File: src/rtl/serial_adder_param.sv
// Multi-cycle adder: adds two WIDTH-bit operands DIGIT_W bits per clock, LSB digit first.
// Optional macro SERIAL_ADDER_SUB_EN adds a `sub` input that inverts B on accept.
module serial_adder_param #(
    parameter int WIDTH   = 8,
    parameter int DIGIT_W = 1
) (
    input  logic             clk,
    input  logic             rst_n,
    input  logic             in_valid,
    output logic             in_ready,
`ifdef SERIAL_ADDER_SUB_EN
    input  logic             sub,
`endif
    input  logic [WIDTH-1:0] a,
    input  logic [WIDTH-1:0] b,
    input  logic             carry_in,
    output logic             out_valid,
    input  logic             out_ready,
    output logic [WIDTH-1:0] sum,
    output logic             carry_out,
    output logic             overflow
);

    // Handshakes: a transfer happens on a rising edge where valid and ready are both 1;
    // in_ready depends only on state, and the result is held until out_ready is seen.
    generate
        if (WIDTH < 1 || DIGIT_W < 1 || (WIDTH % DIGIT_W) != 0) begin : g_bad_params
            $error("serial_adder_param: WIDTH must be >= 1 and a multiple of DIGIT_W");
        end
    endgenerate

    localparam int NDIG = WIDTH / DIGIT_W;
    localparam int CW   = (NDIG > 1) ? $clog2(NDIG) : 1;
    localparam int IW   = (WIDTH > 1) ? $clog2(WIDTH) : 1;
    localparam logic [CW-1:0] LAST = CW'(NDIG - 1);

    localparam logic [1:0] IDLE = 2'd0;
    localparam logic [1:0] RUN  = 2'd1;
    localparam logic [1:0] DONE = 2'd2;

    logic [1:0]         state;
    logic [CW-1:0]      cnt;
    logic [WIDTH-1:0]   a_q;
    logic [WIDTH-1:0]   b_q;
    logic [WIDTH-1:0]   b_eff;
    logic               carry_q;
    logic [IW-1:0]      dig_base;
    logic [DIGIT_W-1:0] a_dig;
    logic [DIGIT_W-1:0] b_dig;
    logic [DIGIT_W-1:0] s_dig;
    logic               c_dig;
    logic               msb_cin;

`ifdef SERIAL_ADDER_SUB_EN
    assign b_eff = sub ? ~b : b;
`else
    assign b_eff = b;
`endif

    assign in_ready = (state == IDLE);

    // One DIGIT_W-wide full-adder slice shared by every digit.
    always_comb begin
        dig_base = IW'(cnt) * IW'(DIGIT_W);
        a_dig    = a_q[dig_base +: DIGIT_W];
        b_dig    = b_q[dig_base +: DIGIT_W];
        {c_dig, s_dig} = {1'b0, a_dig} + {1'b0, b_dig} + {{DIGIT_W{1'b0}}, carry_q};
        // Carry into the top bit of this digit, recovered from its sum bit.
        msb_cin  = a_dig[DIGIT_W-1] ^ b_dig[DIGIT_W-1] ^ s_dig[DIGIT_W-1];
    end

    always_ff @(posedge clk or negedge rst_n) begin
        if (!rst_n) begin
            state     <= IDLE;
            cnt       <= '0;
            carry_q   <= 1'b0;
            a_q       <= '0;
            b_q       <= '0;
            sum       <= '0;
            carry_out <= 1'b0;
            overflow  <= 1'b0;
            out_valid <= 1'b0;
        end else begin
            case (state)
                IDLE: begin
                    if (in_valid) begin
                        a_q     <= a;
                        b_q     <= b_eff;
                        carry_q <= carry_in;
                        cnt     <= '0;
                        state   <= RUN;
                    end
                end
                RUN: begin
                    sum[dig_base +: DIGIT_W] <= s_dig;
                    carry_q <= c_dig;
                    if (cnt == LAST) begin
                        cnt       <= '0;
                        carry_out <= c_dig;
                        overflow  <= msb_cin ^ c_dig;
                        out_valid <= 1'b1;
                        state     <= DONE;
                    end else begin
                        cnt <= cnt + 1'b1;
                    end
                end
                DONE: begin
                    if (out_ready) begin
                        out_valid <= 1'b0;
                        state     <= IDLE;
                    end
                end
                default: state <= IDLE;
            endcase
        end
    end

endmodule

File: config.mk
export PLATFORM = sky130hd
export DESIGN_NAME = serial_adder_param
export DESIGN_NICKNAME = d
export VERILOG_FILES = /design/src/rtl/serial_adder_param.sv
export SDC_FILE = /design/constraint.sdc
export NUM_CORES = 1
export LEC_CHECK = 0
export ABC_AREA = 0
export BUFFER_PORTS_ARGS = -buffer_cell sky130_fd_sc_hd__buf_4
export CORE_MARGIN = 2
export CORE_UTILIZATION = 54
export CTS_CLUSTER_DIAMETER = 30
export DETAILED_ROUTE_END_ITERATION = 7
export PLACE_DENSITY = 0.79
export SYNTH_ARGS = -nofsm -noshare
export SYNTH_HDL_FRONTEND = slang
export SYNTH_SLANG_ARGS = --single-unit
File: constraint.sdc
create_clock -name clk -period 2.8 [get_ports clk]
set_input_delay 0.56 -clock clk [delete_from_list [all_inputs] [get_ports clk]]
set_output_delay 0.56 -clock clk [all_outputs]
set_load 0.01 [all_outputs]
==> summary.txt <==
Clocking
  – Post-CTS Setup Inserts: 0
  – Worst skew pair latency: 0.34 ns
  – Post-CTS resize count: 0
  – H-tree levels: 2
  – Max clock buf depth: 2
  – Root Buffer: clkbuf_4
  – TritonCTS Sinks: 33
  – Clock transition at the registers of the reported paths: 0.10 ns
  – TritonCTS clock tree: built
  – Cts hold-fix bufs: 0
  – CTS buffer count: 5

STA
  – Max-Slew Margin vs Limit: 0.5458
  – Final Setup Violations: 0
  – Slew Viols, Final: 0
  – Clock skew: 0.009004 ns
  – Fmax: 0.3848 GHz
  – Tmin final: 2.599 ns
  – Setup ws final: 0.2009 ns
  – Worst-margin pin slew: 0.6814 ns
  – Setup tns final: 0 ns
  – Final Hold Fails: 0
  – RSZ-0062 raised after global routing: false
  – Final Cycle Share: 0.9282

Critical path
  – Crit path largest cell delay: 0.57 ns
  – Crit path max fanout: 12
  – Slowest cell on crit path: mux4_1
  – Worst Setup Start Kind: flip-flop
  – Most Frequent Cell on Critical Path: nand2_1
  – Cell chain of the critical path: buf_4 -> mux4_1 -> nand2_1 -> nand2_1 -> fa_1 -> nor4b_1 -> mux2_2
  – WS Path Type: reg -> reg
  – CP Capture Type: flip-flop
  – CP top delay family: multiplexers
  – Required time worst endpoint: 3.07 ns
  – R2r setup slk: 0.20 ns
  – Arrival @ worst endpoint: 2.87 ns
  – Critical path buffer and inverter count: 1

Layout
  – Most common cell after layout, fill and taps aside: nand2_1
  – Commonest non-fill, non-tap cells in the layout: nand2_1, dfrtp_1, buf_4, mux2_2, ha_1
  – Final std cells w/o fill: 225
  – Final non-filler cell area: 1962 µm²
  – ANT cells: 0
  – Layout Nets: 223
  – Layout cells sized above 1: 0.2732
  – Area Growth Syn to Fin: 20.25%

GRT
  – Pin count of the biggest net entering global routing: 34
  – Initial antenna violation count: 0
  – Remaining Overflow, GRT: 0
  – Vias in the first global route: 1207
  – First-pass GRT wire length: 5.057 mm
  – All-layer global routing usage: 0.1960

Power
  – Total design power: 2338 µW
  – Static Leak: 0.001022 µW
  – P per Cell Area: 1192 nW/µm²
  – Max VDD drop: 0.0005954 V

Floorplanning
  – Initial Util: 0.5816
  – Die Footprint: 3477 µm²
  – Chip Width: 58.97 µm
  – I/O pin cnt: 33
  – Core area: 2805 µm²
  – Rows: 19
  – Die Ht: 58.97 µm

Synth
  – Avg Cell Area, Syn: 10.33 µm²
  – Syn_nets: 188
  – Post-synthesis cell type count: 27
  – Synth warn: 0
  – Cells after Synth: 158
  – #FFs+latches synth: 33
  – Mapped Area: 1632 µm²
  – Share of the yosys chip area belonging to registers: 0.5061

Status
  – Failing checks: design-rule violations
  – Status: finished with violations

Placement
  – I/O Buffers: 32
  – Placed Cells: 217
  – Pre-CTS setup slack: 0.2387 ns
  – DP Area: 1892 µm²
  – Placer Congestion: 0.7868
  – Post-DP HPWL: 2.187 mm

Drt
  – DR DRC count: 1
  – Via/cell ratio: 5.320
  – DRT Pass-1 Iters: 6
  – Routed Antenna Nets: 0
  – Initial DRC count: 26
  – Via count of the routed design: 1197
  – DRT Wirelength: 2.970 mm
  – WL/cell: 13.20 µm

Flow run
  – Max-Cap Viols: 0

Hold path
  – Worst Hold Class: in -> async
## cells by family after synthesis
| group | Yosys count | share of synthesized area |
|---|---|---|
| xor+xnor | 2 | 0.01074 |
| fa+ha+maj | 9 | 0.07362 |
| buf+inv | 10 | 0.02761 |
| flops | 33 | 0.5061 |
| mux | 15 | 0.1403 |
| simple gates | 81 | 0.2086 |
| compound gates | 8 | 0.03297 |
## layer usage
layer  routed length (µm)  GRT usage  up-vias
li1                     -          -      601
met1                 1318     0.2298      558
met2                 1446     0.3302       31
met3                  146    0.04835        7
met4                   58     0.1039        0
met5                    0          0        -
## cell type report
| type | count | area [µm²] |
|---|---|---|
| Fill cell | 223 | 843.3 |
| Sequential cell | 33 | 825.8 |
| Clock buffer | 7 | 65.06 |
| Inverter | 5 | 18.77 |
| Multi-Input combinational cell | 115 | 760.7 |
| Tap cell | 31 | 38.79 |
| Clock inverter | 1 | 5.005 |
| Timing Repair Buffer | 33 | 247.7 |
## metrics by stage
step | utilization | hold slack, ns
2_1_floorplan | - | 0.2644
3_3_place_gp | 0.6744 | 0.4580
3_5_place_dp | 0.6744 | 0.4609
4_1_cts | 0.6994 | 0.1525
5_1_grt | 0.6994 | 0.1730
6_report | 0.6994 | 0.1472
## state kept, by name, indices dropped and copies added (netlist names)
register and flops:
a_q 8, b_q 8, sum 8, cnt 3
state 2, carry_out 1, carry_q 1, out_valid 1
overflow 1
## worst register-to-register path, cell delays in order (launching register included)
cell and delay (ns):
dfrtp_1 0.41, buf_4 0.21, mux4_1 0.57, nand2_1 0.09, nand2_1 0.07, fa_1 0.55
nor4b_1 0.40, mux2_2 0.24
## cells in the mapped netlist
cell type	number	share of area
a21oi_1	2	0.0061
a22oi_1	1	0.0046
and2_1	1	0.0038
buf_1	1	0.0023
buf_6	1	0.0069
clkbuf_1	3	0.0069
dfrtp_1	33	0.51
fa_1	1	0.012
ha_1	8	0.061
inv_1	5	0.012
mux2_2	10	0.069
mux2_4	1	0.0092
mux4_1	3	0.048
mux4_2	1	0.014
nand2_1	64	0.15
nand2b_1	1	0.0038
nand3_1	3	0.0092
nor2_1	3	0.0069
nor2b_1	1	0.0038
nor3_1	3	0.0092
nor3b_1	1	0.0046
nor4_1	1	0.0038
nor4b_1	3	0.016
o21ai_0	1	0.0031
o31ai_1	3	0.014
o32ai_1	1	0.0054
xnor2_1	2	0.011
## power breakdown
group | total [µW] | switching, µW | leakage (µW) | internal [µW]
clock | 305 | 159 | 0.0000413 | 145
sequential | 841 | 147 | 0.000420 | 694
combinational | 1190 | 586 | 0.000561 | 606
total | 2340 | 893 | 0.00102 | 1450
## final timing paths
path / startpoint / end / cells past startpoint
min: rst_n / sum[1] / 1
min in group clk: out_ready / state[1] / 2
max: cnt[0] / sum[3] / 7
max in group asynchronous: rst_n / a_q[2] / 1
max reg2reg: cnt[0] / sum[3] / 7
min reg2reg: a_q[7] / a_q[7] / 2
(Power assumes the default switching activity.)
